$ cat src/rtl/dmem_bus_bridge.sv
// Data-memory bridge: turns core load/store requests into single-beat bus
// transactions, stalling the core until the access retires in DONE.
module dmem_bus_bridge #(
  parameter int unsigned TIMEOUT = 255
) (
  input  logic        clk,
  input  logic        rst,
  input  logic [31:0] addr,
  input  logic [31:0] wdata,
  input  logic [1:0]  wen,
  input  logic        ren,
  output logic [31:0] rdata,
  output logic        stall,
  output logic        err,
  output logic        bus_req,
  output logic        bus_we,
  output logic [31:0] bus_addr,
  output logic [31:0] bus_wdata,
  output logic [3:0]  bus_strb,
  input  logic        bus_ready,
  input  logic [31:0] bus_rdata,
  input  logic        bus_err
);

  localparam int unsigned CNT_W = 8;
  localparam logic [CNT_W-1:0] CNT_LAST = CNT_W'(TIMEOUT - 1);

  typedef enum logic [1:0] {
    S_IDLE = 2'd0,
    S_REQ  = 2'd1,
    S_DONE = 2'd2
  } state_t;

  state_t           r_state;
  logic [CNT_W-1:0] r_cnt;
  logic [1:0]       r_addr_lo;
  logic             r_store;
  logic [31:0]      r_rdata;
  logic             r_err;
  logic             r_bus_req;
  logic             r_bus_we;
  logic [31:0]      r_bus_addr;
  logic [31:0]      r_bus_wdata;
  logic [3:0]       r_bus_strb;

  logic             w_active;
  logic             w_store;
  logic             w_misaligned;
  logic [3:0]       w_strb;
  logic [31:0]      w_wdata_rep;
  logic [31:0]      w_rdata_shift;

  // A store wins over a simultaneous load request.
  assign w_store  = (wen != 2'b00);
  assign w_active = w_store || ren;

  // Loads carry no size, so they are full-word reads and can never be misaligned;
  // the core extracts and extends the right-aligned bytes itself.
  assign w_misaligned = ((wen == 2'b10) && addr[0]) ||
                        ((wen == 2'b11) && (addr[1:0] != 2'b00));

  always_comb begin
    w_strb      = 4'b0000;
    w_wdata_rep = 32'h0000_0000;
    case (wen)
      2'b01: begin
        w_strb      = 4'b0001 << addr[1:0];
        w_wdata_rep = {4{wdata[7:0]}};
      end
      2'b10: begin
        w_strb      = 4'b0011 << {addr[1], 1'b0};
        w_wdata_rep = {2{wdata[15:0]}};
      end
      2'b11: begin
        w_strb      = 4'b1111;
        w_wdata_rep = wdata;
      end
      default: ;
    endcase
  end

  assign w_rdata_shift = bus_rdata >> {r_addr_lo, 3'b000};

  // Stall is combinational in IDLE so the core freezes in the same cycle it asks.
  assign stall = !rst && ((r_state == S_REQ) || ((r_state == S_IDLE) && w_active));

  always_ff @(posedge clk or posedge rst) begin
    if (rst) begin
      r_state     <= S_IDLE;
      r_cnt       <= '0;
      r_addr_lo   <= 2'b00;
      r_store     <= 1'b0;
      r_rdata     <= '0;
      r_err       <= 1'b0;
      r_bus_req   <= 1'b0;
      r_bus_we    <= 1'b0;
      r_bus_addr  <= '0;
      r_bus_wdata <= '0;
      r_bus_strb  <= 4'b0000;
    end else begin
      case (r_state)
        S_IDLE: begin
          if (w_active) begin
            r_addr_lo <= addr[1:0];
            r_store   <= w_store;
            if (w_misaligned) begin
              r_err   <= 1'b1;
              r_state <= S_DONE;
            end else begin
              r_state     <= S_REQ;
              r_cnt       <= '0;
              r_bus_req   <= 1'b1;
              r_bus_we    <= w_store;
              r_bus_addr  <= {addr[31:2], 2'b00};
              r_bus_wdata <= w_wdata_rep;
              r_bus_strb  <= w_strb;
            end
          end
        end
        S_REQ: begin
          if (bus_ready) begin
            r_state   <= S_DONE;
            r_bus_req <= 1'b0;
            r_err     <= bus_err;
            if (!r_store) begin
              r_rdata <= w_rdata_shift;
            end
          end else if (r_cnt == CNT_LAST) begin
            // Slave never answered: abort with a fault and no data.
            r_state   <= S_DONE;
            r_bus_req <= 1'b0;
            r_err     <= 1'b1;
            r_rdata   <= '0;
          end else begin
            r_cnt <= r_cnt + 1'b1;
          end
        end
        S_DONE: begin
          r_state <= S_IDLE;
        end
        default: begin
          r_state <= S_IDLE;
        end
      endcase
    end
  end

  assign rdata     = r_rdata;
  assign err       = r_err;
  assign bus_req   = r_bus_req;
  assign bus_we    = r_bus_we;
  assign bus_addr  = r_bus_addr;
  assign bus_wdata = r_bus_wdata;
  assign bus_strb  = r_bus_strb;

endmodule
$ cat config.mk
export PLATFORM = sky130hd
export DESIGN_NAME = dmem_bus_bridge
export DESIGN_NICKNAME = d
export VERILOG_FILES = /design/src/rtl/dmem_bus_bridge.sv
export SDC_FILE = /design/constraint.sdc
export NUM_CORES = 1
export LEC_CHECK = 0
export ABC_CLOCK_PERIOD_IN_PS = 3900
export CAP_MARGIN = 20
export CORE_UTILIZATION = 40
export DETAILED_ROUTE_END_ITERATION = 6
export PLACE_DENSITY = 0.77
export SLEW_MARGIN = 40
export SYNTH_ARGS = -nofsm -noshare
export SYNTH_HDL_FRONTEND = slang
export SYNTH_SLANG_ARGS = --single-unit
$ cat constraint.sdc
create_clock -name clk -period 3.9 [get_ports clk]
set_clock_uncertainty 0.2 [all_clocks]
set_input_delay 0.78 -clock clk [delete_from_list [all_inputs] [get_ports clk]]
set_output_delay 0.78 -clock clk [all_outputs]
set_load 0.01 [all_outputs]
==> flow_summary.yaml <==
detailed_routing:
  avgViaCountPerCell: 5.28
  post_drt_wl_per_cell_um: 17.0
  drt-pass1-iter-count: 5
  wl_um: 15100
  remaining_drc_errors: 0
  antenna_left: 0
  vias: 4695
  drt_iter0_drc: 238
synth:
  ys_ff_latch: 114
  yosys.cell_types.count: 49
  synth_top_flop_cell: "dfrtp_1"
  syn_area_um2: 5300
  synthCells: 509
  yosysSeqAreaShare_pct: 53.8
  syn_area_per_cell_um2: 10.4
  async_flop_share_pct: 100
  synth-edff-count: 0
  yosysWarnings: 0
floorplanning:
  fp-row-count: 41
  core_area_um2: 12800
  chipWidth_um: 117
  start_util_pct: 41.5
  ios: 207
  dieHeight_um: 117
  die_area_um2: 13700
layout:
  drive_gt1_share_pct: 8.37
  finalNetCount: 811
  diodes: 0
  area_delta_synth_final_pct: 51.9
  fill_cells: 989
  final_cell_mix: "clkdlybuf4s50_1, nand2_1, dfrtp_1"
  fin_util_pct: 63.1
  final_common_cell: "clkdlybuf4s50_1"
sta:
  relSlewSlack_pct: 46.3
  slew_viol_final: 0
  fmax_ghz: 0.300
  final.setup.tns_ns: 0
  hold_viol: 0
  finalCritPeriodShare_pct: 85.5
  rsz0062_at_grt: "false"
  tightest_slew_ns: 0.805
  post-route-min-period_ns: 3.34
  setup_viol: 0
worst_hold_path:
  holdPathEnd: "bus_addr[4]$_DFFE_PP0P_"
  hold_class: "reg -> reg"
  worstHoldPathCells: 2
  worstHoldStart: "bus_addr[4]$_DFFE_PP0P_"
clocking:
  post_cts_buffers: 0
  clock_latency_ns: 0.41
  hold_buffers: 0
  cts_buffer_depth: 2
  cts_tree: "yes"
  clk_pin_slew_ns: 0.05
  cts_buffers: 17
  cts_root_buffer: "clkbuf_16"
  cts_sinks: 114
  cts_resized: 0
  htree_levels: 4
power_and_ir_drop:
  ir_drop_uv: 456
  p_per_area_nw_per_um2: 773
  power_leakage_nw: 3.63
place:
  gp_congestion: 0.836
  io_buffers: 204
  hpwl_um: 10600
global_routing:
  grt_usage_pct: 23.0
  overflow: 0
  grt_max_degree: 115
  grt_pass1_vias: 4700
  antenna_found_initial: 0
  grt_pass1_wl_um: 23700
setup_path:
  worstPathMaxFanout: 3
  reg2reg_to: "r_cnt[1]$_DFFE_PP0P_"
  rr_worst_depth: 6
  crit_arrival_ns: 2.36
  cp-start-kind: "input port"
  rr_startpoint: "r_state[1]$_DFFE_PP0P_"
  endpoint_kind: "primary output"
  r2r_slack_ns: 1.64
  crit_type: "in -> out"
  crit_required_ns: 2.92
run_status:
  status: "completed"
run:
  cap_violations: 0
==> flip-flops by register name, indices dropped and copies added, names as in the netlist <==
name and count:
rdata 32, bus_req 1, r_cnt 8, bus_addr 30
err 1, r_state 2, bus_strb 4, bus_we 1
bus_wdata 32, r_addr_lo 2, r_store 1
==> report_power, final <==
part	leakage (nW)	switching (mW)	internal (mW)
logic	1.90	1.16	1.40
registers	1.43	0.404	1.69
clock network	0.293	0.509	1.06
==> synth_stat cells (11+ instances only) <==
| cell | n | area [um^2] |
|---|---|---|
| a21oi_1 | 27 | 135 |
| nor2_1 | 23 | 86.3 |
| a22o_1 | 33 | 289 |
| buf_2 | 16 | 80.1 |
| nand2_1 | 128 | 480 |
| clkbuf_1 | 13 | 48.8 |
| dfrtp_1 | 114 | 2850 |
| mux2i_1 | 32 | 320 |
| o21ai_0 | 20 | 100 |
| nor2b_1 | 11 | 68.8 |
==> routing by layer <==
layer | track usage [%] | routed length (um) | vias to the layer above
li1 | - | - | 2187
met1 | 27.0 | 6210 | 2277
met2 | 36.8 | 7070 | 215
met3 | 9.63 | 1580 | 16
met4 | 9.96 | 215 | 0
met5 | 0 | 0 | -
==> layout make-up <==
cell class | count | area [um^2] | share of cell area (%)
multi-input cells | 353 | 2230 | 27.7
clock inverters | 5 | 100 | 1.24
repair buffers | 216 | 2140 | 26.6
flip-flops and latches | 114 | 2850 | 35.4
well taps | 172 | 215 | 2.67
inverters | 4 | 18.8 | 0.233
clock buffers | 25 | 495 | 6.15
==> worst max-delay path by stage <==
stage,start,to,slack (ns),depth (start not counted)
2_1_floorplan,wen[0],stall,1.37,4
3_3_place_gp,wen[0],stall,0.57,5
3_5_place_dp,wen[0],stall,0.55,5
4_1_cts,wen[0],stall,0.55,5
5_1_grt,ren,stall,0.50,5
6_report,wen[0],stall,0.56,5
==> per-stage QoR <==
step	hold WS, ns	cells	power (mW)	setup slack [ns]	instance area (um^2)
floorplan	0.258	510	3.33	1.37	5310
global placement	0.258	859	4.61	0.566	7460
detailed placement	0.262	859	4.67	0.551	7460
CTS	0.274	889	6.28	0.546	8050
global route	0.294	889	6.62	0.496	8060
finish	0.271	889	6.23	0.564	8060
==> worst max-delay path, stage by stage <==
cell	delay [ns]
clkdlybuf4s50_1	0.49
nor3_2	0.06
nand2b_1	0.20
a21oi_1	0.21
clkdlybuf4s50_1	0.60
==> logic make-up (layout without fill, tap and decap cells) <==
family,count (synthesis),after routing,share of synthesized area (%)
muxes,36,36,6.89
and+or+nand+nor,182,182,14.6
xor gates and xnor gates,1,1,0.165
buffers and inverters,43,250,4.34
DFF,114,114,53.8
adders and majority gates,2,2,0.472
AOI/OAI and AO/OA,130,130,19.7
other,1,2,0.0707
No activity file was read; power rests on OpenSTA's default activity.
